## config.mk

```make
export PLATFORM = sky130hd
export DESIGN_NAME = maf_scheduler
export DESIGN_NICKNAME = d
export VERILOG_FILES = /design/src/rtl/maf_scheduler.sv
export SDC_FILE = /design/constraint.sdc
export NUM_CORES = 1
export LEC_CHECK = 0
export ABC_AREA = 0
export BUFFER_PORTS_ARGS = -buffer_cell sky130_fd_sc_hd__clkbuf_2
export CORE_AREA = 2 2 248 250
export DETAILED_ROUTE_END_ITERATION = 8
export DIE_AREA = 0 0 250 252
export SKIP_LAST_GASP = 1
export SYNTH_ARGS = -nofsm -noshare
export SYNTH_HDL_FRONTEND = slang
export SYNTH_SLANG_ARGS = --single-unit
```

## constraint.sdc

```tcl
create_clock -name clk -period 6.7 [get_ports clk]
set_clock_uncertainty 0.1 [all_clocks]
set_input_delay 1.005 -clock clk [delete_from_list [all_inputs] [get_ports clk]]
set_output_delay 1.005 -clock clk [all_outputs]
set_load 0.1 [all_outputs]
```

## src/rtl/maf_scheduler.sv

```systemverilog
`default_nettype none
// ============================================================================
// Module      : maf_scheduler
// Description : Round-robin scheduler that shares one 32-bit fused
//               multiply-add (MAF) datapath among NUM_REQ requesters.
//               Accepts operand triples over per-requester valid/ready,
//               issues at most one op per cycle, tracks every in-flight op
//               with a tag pipeline and routes each 64-bit result back to
//               the requester that issued it.
// Ports       : clk, rst            - clock, synchronous active-high reset
//               req_valid_i/ready_o - per-requester handshake (ready one-hot)
//               req_a/b/c_i         - packed operands, requester i at [32*i+:32]
//               maf_valid_o, maf_a/b/c_o - registered op to the MAF
//               maf_result_i        - MAF result, LATENCY cycles after issue
//               resp_valid_o        - one-hot single-cycle result strobe
//               resp_result_o       - registered result for strobed requester
//               busy_o              - op on the MAF input or in the tag pipe
//               issue_cnt_o         - ops issued since reset (wrapping)
// Revision    : 1.0 - initial release
// ============================================================================
module maf_scheduler #(
  parameter int NUM_REQ = 4,
  parameter int LATENCY = 2,
  parameter int IDW     = 2
) (
  input  logic                   clk,
  input  logic                   rst,
  input  logic [NUM_REQ-1:0]     req_valid_i,
  output logic [NUM_REQ-1:0]     req_ready_o,
  input  logic [32*NUM_REQ-1:0]  req_a_i,
  input  logic [32*NUM_REQ-1:0]  req_b_i,
  input  logic [32*NUM_REQ-1:0]  req_c_i,
  output logic                   maf_valid_o,
  output logic [31:0]            maf_a_o,
  output logic [31:0]            maf_b_o,
  output logic [31:0]            maf_c_o,
  input  logic [63:0]            maf_result_i,
  output logic [NUM_REQ-1:0]     resp_valid_o,
  output logic [63:0]            resp_result_o,
  output logic                   busy_o,
  output logic [15:0]            issue_cnt_o
);

  // --------------------------------------------------------------------------
  // State
  // --------------------------------------------------------------------------
  logic [IDW-1:0]     rr_ptr_q;
  logic               maf_valid_q;
  logic [31:0]        maf_a_q;
  logic [31:0]        maf_b_q;
  logic [31:0]        maf_c_q;
  logic [IDW-1:0]     issue_id_q;
  logic [15:0]        issue_cnt_q;
  logic [NUM_REQ-1:0] resp_valid_q;
  logic [63:0]        resp_result_q;

  // --------------------------------------------------------------------------
  // Arbitration: first valid requester starting at rr_ptr, wrapping
  // --------------------------------------------------------------------------
  logic               grant_vld;
  logic [IDW-1:0]     grant_id;
  logic [IDW-1:0]     scan_id;
  int                 scan_int;
  logic [IDW-1:0]     rr_ptr_d;

  always_comb begin
    grant_vld = 1'b0;
    grant_id  = '0;
    scan_id   = '0;
    scan_int  = 0;
    for (int k = 0; k < NUM_REQ; k++) begin
      scan_int = int'(rr_ptr_q) + k;
      if (scan_int >= NUM_REQ) begin
        scan_int = scan_int - NUM_REQ;
      end
      scan_id = IDW'(scan_int);
      if (!grant_vld && req_valid_i[scan_id]) begin
        grant_vld = 1'b1;
        grant_id  = scan_id;
      end
    end
    // Nothing is offered while reset is held.
    if (rst) begin
      grant_vld = 1'b0;
    end
  end

  // A grant is only ever given to a valid requester, so grant_vld is also
  // the handshake strobe.
  always_comb begin
    req_ready_o = '0;
    for (int i = 0; i < NUM_REQ; i++) begin
      req_ready_o[i] = grant_vld && (grant_id == IDW'(i));
    end
  end

  assign rr_ptr_d = (grant_id == IDW'(NUM_REQ - 1)) ? '0 : grant_id + IDW'(1);

  // Operand mux for the granted requester.
  logic [31:0] sel_a;
  logic [31:0] sel_b;
  logic [31:0] sel_c;

  always_comb begin
    sel_a = '0;
    sel_b = '0;
    sel_c = '0;
    for (int i = 0; i < NUM_REQ; i++) begin
      if (grant_id == IDW'(i)) begin
        sel_a = req_a_i[32*i +: 32];
        sel_b = req_b_i[32*i +: 32];
        sel_c = req_c_i[32*i +: 32];
      end
    end
  end

  // --------------------------------------------------------------------------
  // Issue stage
  // --------------------------------------------------------------------------
  always_ff @(posedge clk) begin
    if (rst) begin
      rr_ptr_q    <= '0;
      maf_valid_q <= 1'b0;
      maf_a_q     <= '0;
      maf_b_q     <= '0;
      maf_c_q     <= '0;
      issue_id_q  <= '0;
      issue_cnt_q <= '0;
    end else begin
      maf_valid_q <= grant_vld;
      if (grant_vld) begin
        rr_ptr_q    <= rr_ptr_d;
        maf_a_q     <= sel_a;
        maf_b_q     <= sel_b;
        maf_c_q     <= sel_c;
        issue_id_q  <= grant_id;
        issue_cnt_q <= issue_cnt_q + 16'd1;
      end
    end
  end

  // --------------------------------------------------------------------------
  // Tag pipe: tail lines up with maf_result_i for the op it describes
  // --------------------------------------------------------------------------
  logic           tail_vld;
  logic [IDW-1:0] tail_id;
  logic           pipe_busy;

  generate
    if (LATENCY == 0) begin : g_bypass
      assign tail_vld  = maf_valid_q;
      assign tail_id   = issue_id_q;
      assign pipe_busy = 1'b0;
    end else begin : g_pipe
      logic [LATENCY-1:0] tag_vld_q;
      logic [IDW-1:0]     tag_id_q [LATENCY];

      always_ff @(posedge clk) begin
        if (rst) begin
          tag_vld_q <= '0;
          for (int s = 0; s < LATENCY; s++) begin
            tag_id_q[s] <= '0;
          end
        end else begin
          tag_vld_q[0] <= maf_valid_q;
          tag_id_q[0]  <= issue_id_q;
          for (int s = 1; s < LATENCY; s++) begin
            tag_vld_q[s] <= tag_vld_q[s-1];
            tag_id_q[s]  <= tag_id_q[s-1];
          end
        end
      end

      assign tail_vld  = tag_vld_q[LATENCY-1];
      assign tail_id   = tag_id_q[LATENCY-1];
      assign pipe_busy = |tag_vld_q;
    end
  endgenerate

  // --------------------------------------------------------------------------
  // Return stage
  // --------------------------------------------------------------------------
  logic [NUM_REQ-1:0] tail_onehot;

  always_comb begin
    tail_onehot = '0;
    for (int i = 0; i < NUM_REQ; i++) begin
      tail_onehot[i] = (tail_id == IDW'(i));
    end
  end

  always_ff @(posedge clk) begin
    if (rst) begin
      resp_valid_q  <= '0;
      resp_result_q <= '0;
    end else begin
      resp_valid_q <= tail_vld ? tail_onehot : '0;
      if (tail_vld) begin
        resp_result_q <= maf_result_i;
      end
    end
  end

  // --------------------------------------------------------------------------
  // Outputs
  // --------------------------------------------------------------------------
  assign maf_valid_o   = maf_valid_q;
  assign maf_a_o       = maf_a_q;
  assign maf_b_o       = maf_b_q;
  assign maf_c_o       = maf_c_q;
  assign resp_valid_o  = resp_valid_q;
  assign resp_result_o = resp_result_q;
  assign busy_o        = maf_valid_q | pipe_busy;
  assign issue_cnt_o   = issue_cnt_q;

endmodule
`default_nettype wire

```

**Word level (Yosys, flattened, before mapping)**

Memory sizes are Yosys's and may differ from the RTL's.
Cells that the tools add are included.

- Order comparisons: 8
- Bitwise operators: 4
- Muxes and demuxes: 39
- Reductions and logical operators: 14
- Equality and inequality tests: 6
- $add $sub $neg: 9

Operators with widths:

| kind | number |
|---|---|
| $mux W32 | 12 |
| $mux W2 | 11 |
| $add A16 B1 Y16 const B | 1 |
| $lt A2 B3 Y1 const B | 4 |
| $mux W1 | 12 |
| $ge A3 B3 Y1 const B | 3 |
| $bmux W1 S2 | 4 |
| $eq A2 B2 Y1 const B | 4 |
| $sub A2 B1 Y2 const B | 4 |
| $logic_and A1 B1 Y1 | 7 |
| $add A2 B2 Y3 const B | 2 |
| $eq A2 B1 Y1 const B | 2 |
| $logic_not A2 Y1 | 2 |
| $reduce_or A2 Y1 | 2 |
| $add A2 B1 Y3 const B | 1 |
| $ge A2 B3 Y1 const B | 1 |
| $logic_not A1 Y1 | 3 |
| $or A1 B1 Y1 | 3 |
| $add A2 B1 Y2 const B | 1 |
| $not A1 Y1 | 1 |

- RAM bits: 4
- Bits in registers: 187
- Memories: 1

Memory list:

| memory | words | bits a word | read ports | clocked after memory_dff | write ports | RTL line | text |
|---|---|---|---|---|---|---|---|
| g_pipe.tag_id_q | 2 | 2 | 2 | 0 | 2 | 156 | `logic [IDW-1:0] tag_id_q [LATENCY];` |

**Logic depth before layout (Yosys ltp)**

Gate-level depths: netlist of run 1.

- Depth in word-level cells: 19
- Gate-level depth with buffers: 12

**Least setup slack after synthesis of run 1**

Ideal clock, no wire load.

- Path kind: input to output
- Start point: input port req_valid_i[2]
- End point: output port req_ready_o[3]
- Setup slack: 2.465 ns
- Data arrival time: 3.130 ns
- Stages: 6
- Cell sequence: a22o_1 -> a211oi_1 -> ha_1 -> clkbuf_1 -> buf_2 -> and2_1

- Word-level cells in the longest chain between the ends: 14
- Elaborated cells between the ends (all ways): 25
- Classes of those cells: eq/ne (1); mux (17); reduce/logical (7)

RTL lines:

| item | RTL line | text |
|---|---|---|
| start, declared | 28 | `input logic [NUM_REQ-1:0] req_valid_i,` |
| $bmux W1 S2 | 77 | `if (!grant_vld && req_valid_i[scan_id]) begin` |
| $mux W1 (not written as such) | 77 |  |
| $mux W1 | 77 |  |
| $logic_not A1 Y1 | 77 |  |
| $logic_and A1 B1 Y1 | 77 |  |
| $mux W1 | 77 |  |
| $logic_not A1 Y1 | 77 |  |
| $logic_and A1 B1 Y1 | 77 |  |
| $mux W1 | 77 |  |
| $logic_not A1 Y1 | 77 |  |
| $logic_and A1 B1 Y1 | 77 |  |
| $mux W2 (*) | 77 |  |
| net grant_id[0] | 61 | `logic [IDW-1:0] grant_id;` |
| $eq A2 B2 Y1 (*) | 93 | `req_ready_o[i] = grant_vld && (grant_id == IDW'(i));` |
| $logic_and A1 B1 Y1 (*) | 93 |  |
| end, declared | 29 | `output logic [NUM_REQ-1:0] req_ready_o,` |

Mark *: on every way through the listed nets, which the timed path passes. The rest lies on a longest branch. The select of a mux whose other input is x is not followed.

**Final worst setup path of run 1**

- Start point: input port req_valid_i[3]
- End point: output port req_ready_o[2]

The elaborated chain is that of the path after synthesis.

==> flow_summary.yaml, run 1 <==
job:
  cap_viol_max_count: 0
placed_design:
  io_buffers: 639
  placed_cells: 2434
  post-place-ws_ns: 2.00
  dp_hpwl_um: 35400
  gp_congestion: 0.841
floorplan:
  start_util: 0.161
  core_mm2: 0.0601
  ioPinCount: 640
  dieArea_mm2: 0.0630
  die_w_um: 250
  rows: 90
  die_h_um: 252
logic_synthesis:
  synth.avg_cell_area_um2: 8.68
  synthAdderAreaFrac: 0.00645
  synth_xor_area_frac: 0.00812
  ys_seq_area_frac: 0.394
  synth_top_family_by_area: "compound AO/OA/AOI/OAI gates"
  yosys_warnings: 0
  synth_area_mm2: 0.00970
  syn_inst: 1118
  synth.distinct_cells: 39
  synth_compound_area_frac: 0.237
  synthMuxAreaShare: 0.0660
  ys_top_cells_by_area: "dfxtp_1, a221oi_1, o31a_1"
  yosys.area_share.simple: 0.228
  ys_ff_latch: 191
  yosys.area.top_type: "dfxtp_1"
  synth_top_area_frac: 0.394
  syn-num-nets: 1577
setup_path:
  crit_required_ns: 5.59
  reg2reg_slack_ns: 2.75
  end_kind: "primary output"
  path_cells: "clkbuf_2, inv_1, a22o_1, a211oi_1, inv_1, ha_4, and2_1, clkbuf_2"
  r2r_cells: 10
  start_kind: "input pin"
  r2r_end: "maf_c_o[24]"
  regToRegStartpoint: "rr_ptr_q[0]"
  cp_max_fo: 96
  cp_num_buf_inv: 4
  crit_type: "in2out"
  worstPathArrival_ns: 3.59
  crit_slowest_cell: "a211oi_1"
  cp_top_family: "compound AO/OA/AOI/OAI gates"
  slowest_delay_ns: 0.78
timing:
  slew_headroom: 0.235
  hold_ws_ns: 0.348
  final_max_slew_viol_count: 0
  tns_ns: 0
  hold_viol_final: 0
  setup_ws_ns: 2.00
  rsz0062_at_grt: "false"
  fmax_mhz: 213
  timing.final.crit_period_ns: 4.70
  finalCritPeriodShare: 0.701
  setup_viol: 0
  worst_pin_slew_ns: 1.15
worst_hold_path:
  worstHoldStart: "g_pipe.tag_id_q[0][1]"
  hold_path_depth: 1
  timing.hold.worst.class: "reg2reg"
  hold_path_end: "g_pipe.tag_id_q[0][3]"
grt:
  grt_pass1_vias: 10565
  grt_max_degree: 99
  track_usage: 0.143
  antenna_found_initial: 9
  grt_pass1_wl_um: 66400
  overflow: 0
power:
  ir_drop_mv: 0.181
  powerDensity_mw_per_mm2: 345
  cellLeakagePower_nw: 6.24
cts:
  clock_latency_ns: 0.49
  cts_made_buffers: 17
  path_clk_slew_ns: 0.09
  cts_tree: "yes"
  cts_setup_buffers: 0
  cts_hold_buf: 0
  clockBufferDepth: 2
  clock_sinks: 191
  ctsResizeCount: 0
  h-tree-depth: 4
  cts_root_buffer: "clkbuf_16"
drt:
  ant_nets: 0
  dr.first_iter.drc_count: 511
  viasPerCell: 4.34
  dr.pass1.iters: 4
  vias: 10722
  routedWlPerCell_um: 18.8
  drc: 0
  wirelength_um: 46500
finish:
  final_cell_mix: "clkbuf_2, dfxtp_1, nor2_1"
  layout_commonest_cell: "clkbuf_2"
  nets: 2130
  area_growth_pct: 45.7
  final_cells: 2469
  drive_gt1_frac: 0.428
run_status:
  status: "finished, final reports clean"
## per-stage QoR
step           utilization  area, µm²  power, mW
6_report             0.235      14100       4.88
5_1_grt              0.235      14100       5.12
4_1_cts              0.235      14100       4.96
3_5_place_dp         0.224      13500       3.74
3_3_place_gp         0.224      13500       3.73
2_1_floorplan            -       9700       3.19
## power breakdown
group | total [mW] | switching (mW) | internal (mW)
Sequential | 1.37 | 0.0824 | 1.28
Combinational | 2.34 | 1.73 | 0.601
Clock | 1.18 | 0.614 | 0.562
Total | 4.88 | 2.43 | 2.45
## cell usage after synthesis
library cell and instances:
buf_2 24, a221oi_1 96, and4b_1 1, nand3_1 5
and4_1 3, a22o_1 1, o21ai_0 5, nor3_2 30
o31ai_1 1, nand2b_1 3, inv_1 5, nor3b_1 1
xnor2_1 4, nor4b_1 1, nand2_1 10, a2bb2o_1 1
nand2b_2 1, nor4bb_1 3, o21bai_1 1, nor4_1 1
nor3_1 67, nor2_1 172, nor2b_1 103, clkbuf_1 71
o31a_1 96, nand4_1 3, ha_1 5, dfxtp_1 191
or4_1 2, a211oi_1 2, xor2_1 5, mux2i_1 64
or3_1 5, and2_1 4, buf_6 10, buf_1 6
nor4_4 1, a21oi_1 108, buf_4 6
## state kept, by name, indices dropped and copies added (netlist names)
name and count:
g_pipe.tag_id_q 4, g_pipe.tag_vld_q 2, issue_cnt_o 16, issue_id_q 2
maf_a_o 32, maf_b_o 32, maf_c_o 32, maf_valid_o 1
resp_result_o 64, resp_valid_o 4, rr_ptr_q 2
## per-layer routing
layer	vias to the layer above	global-route usage	wire, µm
met2	536	0.239	21900
met5	-	0	81
li1	5191	-	-
met4	12	0.0756	2220
met1	4895	0.150	17500
met3	88	0.0675	4840
## logic make-up after synthesis
kind of cell,after synthesis
and+or+nand+nor,416
AOI/OAI and AO/OA,311
DFF,191
buffers and inverters,122
muxes,64
xor gates and xnor gates,9
adders and majority gates,5
## final cells by class
cell class | instances | area, µm²
flip-flops and latches | 191 | 3830
repair buffers | 651 | 3290
fillers | 6698 | 46000
well taps | 782 | 978
clock buffers | 17 | 425
diodes | 3 | 7.51
inverters | 5 | 18.8
clock inverters | 15 | 239
multi-input cells | 805 | 5340
## worst max path at each step
stage / to / cells past startpoint / start
2_1_floorplan: req_ready_o[3] / 6 / req_valid_i[2]
3_3_place_gp: req_ready_o[2] / 8 / req_valid_i[3]
3_5_place_dp: req_ready_o[2] / 8 / req_valid_i[3]
4_1_cts: req_ready_o[2] / 8 / req_valid_i[3]
5_1_grt: req_ready_o[2] / 8 / req_valid_i[3]
6_report: req_ready_o[2] / 8 / req_valid_i[3]
No activity file was read; power rests on OpenSTA's default activity.
==> inputs of run 2 (changes only) <==
==> constraint.sdc (replaced) <==
create_clock -name clk -period 4.25 [get_ports clk]
set_clock_uncertainty 0.1 [all_clocks]
set_input_delay 0.6375 -clock clk [delete_from_list [all_inputs] [get_ports clk]]
set_output_delay 0.6375 -clock clk [all_outputs]
set_load 0.1 [all_outputs]
==> run 2 against run 1 <==
  * Via count increased by 1.3%
  * Sequential power increased by 58%
  * Flip-flop and latch count unchanged
  * Wire length increased by 2.7%
  * Final area increased by 0.58%
  * Critical path depth decreased by 1
  * Die area unchanged
  * Combinational power increased by 59%
  * Clock power increased by 57%
  * Global-route usage increased by 0.38 points
  * Cell count increased by 0.16%
  * Total power increased by 59%
  * Critical path type is now reg2out
==> flow_summary.yaml, run 2 (same netlist as run 1, synthesis figures left out) <==
grt:
  overflow: 0
  grt_pass1_vias: 10588
  antenna_found_initial: 10
  grt_pass1_wl_um: 67900
  grt_max_degree: 129
  track_usage: 0.147
setup_path:
  end_kind: "primary output"
  crit_slowest_cell: "clkbuf_2"
  cp_num_buf_inv: 2
  worstPathArrival_ns: 2.69
  slowest_delay_ns: 0.46
  path_cells: "a21oi_1, o21ai_0, a2bb2o_1, inv_1, ha_4, and2_1, clkbuf_2"
  start_kind: "flop"
  crit_type: "reg2out"
  cp_max_fo: 32
  reg2reg_slack_ns: 1.37
  cp_top_family: "buffers and inverters"
  crit_required_ns: 3.51
cts:
  clock_sinks: 191
  cts_hold_buf: 0
  h-tree-depth: 4
  clockBufferDepth: 2
  cts_tree: "yes"
  ctsResizeCount: 0
  cts_made_buffers: 17
  clock_latency_ns: 0.49
  cts_setup_buffers: 0
  path_clk_slew_ns: 0.09
  cts_root_buffer: "clkbuf_16"
timing:
  fmax_mhz: 292
  finalCritPeriodShare: 0.806
  rsz0062_at_grt: "false"
  setup_viol: 0
  hold_viol_final: 0
  final_max_slew_viol_count: 0
  tns_ns: 0
  timing.final.crit_period_ns: 3.43
  slew_headroom: 0.234
  worst_pin_slew_ns: 1.15
floorplan:
  die_w_um: 250
  start_util: 0.161
  core_mm2: 0.0601
  die_h_um: 252
  dieArea_mm2: 0.0630
  rows: 90
  ioPinCount: 640
power:
  powerDensity_mw_per_mm2: 544
  pwr-share-clk: 0.239
  ir_drop_mv: 0.297
  finalPower_mw: 7.73
  power_frac_comb: 0.482
  p_int_mw: 3.88
  pwr-share-seq: 0.279
  switching_share: 0.498
  switching_power_mw: 3.85
  cellLeakagePower_nw: 6.28
placed_design:
  dp_hpwl_um: 35700
  placed_cells: 2438
  gp_congestion: 0.862
  io_buffers: 639
drt:
  dr.first_iter.drc_count: 690
  vias: 10859
  drc: 0
  routedWlPerCell_um: 19.3
  ant_nets: 0
  wirelength_um: 47800
  dr.pass1.iters: 5
  viasPerCell: 4.39
finish:
  layout_commonest_cell: "clkbuf_2"
  drive_gt1_frac: 0.430
  area_growth_pct: 46.5
  nets: 2134
  largest_reg_flops: 64
  final_cells: 2473
  final_cell_mix: "clkbuf_2, dfxtp_1, nor2_1"
  fillers: 6634
  fin_util: 0.236
run_status:
  status: "finished, final reports clean"
job:
  cap_viol_max_count: 0
worst_hold_path:
  timing.hold.worst.class: "in2reg"
==> run 2: cell count changes in the layout (fill, tap and decap cells not counted) <==
| cell | previous run | this run |
|---|---|---|
| inv_6 | 3 | 2 |
| buf_12 | 0 | 4 |
| inv_8 | 0 | 1 |
==> run 2: through the flow <==
step / setup slack [ns] / cell area (µm²) / hold slack (ns)
floorplan: 0.750 / 9700 / 0.314
global placement: 0.879 / 13500 / 0.342
detailed placement: 0.866 / 13500 / 0.344
CTS: 0.777 / 14200 / 0.221
global route: 0.617 / 14200 / 0.247
finish: 0.825 / 14200 / 0.271
==> run 2: worst register-to-register path: stages, from the launching register on <==
cell and delay, ns:
dfxtp_1 0.36, a21oi_1 0.14, o21ai_0 0.08, a2bb2o_1 0.38
inv_1 0.18, ha_4 0.38, buf_4 0.56, a221oi_1 0.16
o31a_1 0.32, nor3_2 0.14
==> run 2: power by group through the flow <==
stage	clock, mW	sequential (mW)	combinational, mW
floorplan	0	3.78	1.25
global placement	0	2.19	3.74
detailed placement	0	2.20	3.74
CTS	1.94	2.16	3.75
global route	2.00	2.19	3.94
finish	1.85	2.16	3.73
==> run 2: final cells by class <==
| cell class | instances | area [µm²] | share of cell area |
|---|---|---|---|
| diodes | 3 | 7.51 | 0.000528 |
| clock buffers | 17 | 425 | 0.0299 |
| clock inverters | 15 | 241 | 0.0170 |
| inverters | 5 | 18.8 | 0.00132 |
| multi-input cells | 805 | 5340 | 0.376 |
| flip-flops and latches | 191 | 3830 | 0.269 |
| well taps | 782 | 978 | 0.0688 |
| repair buffers | 655 | 3370 | 0.237 |
==> run 2: metal layers <==
| metal | wire length [µm] | GRT usage | vias to the layer above | part of all wire |
|---|---|---|---|---|
| li1 | - | - | 5205 | - |
| met1 | 18500 | 0.160 | 5072 | 0.39 |
| met2 | 23300 | 0.253 | 514 | 0.49 |
| met3 | 4390 | 0.0566 | 56 | 0.092 |
| met4 | 1480 | 0.0640 | 12 | 0.031 |
| met5 | 77 | 0 | - | 0.0016 |
==> run 2: path summary, 6_finish.rpt <==
| kind | start | end | cells past startpoint |
|---|---|---|---|
| hold / removal | maf_result_i[43] | resp_result_o[43] | 3 |
| setup reg to reg | rr_ptr_q[1] | maf_a_o[15] | 9 |
| hold reg to reg | g_pipe.tag_vld_q[0] | g_pipe.tag_vld_q[1] | 1 |
| setup / recovery | rr_ptr_q[1] | req_ready_o[2] | 7 |
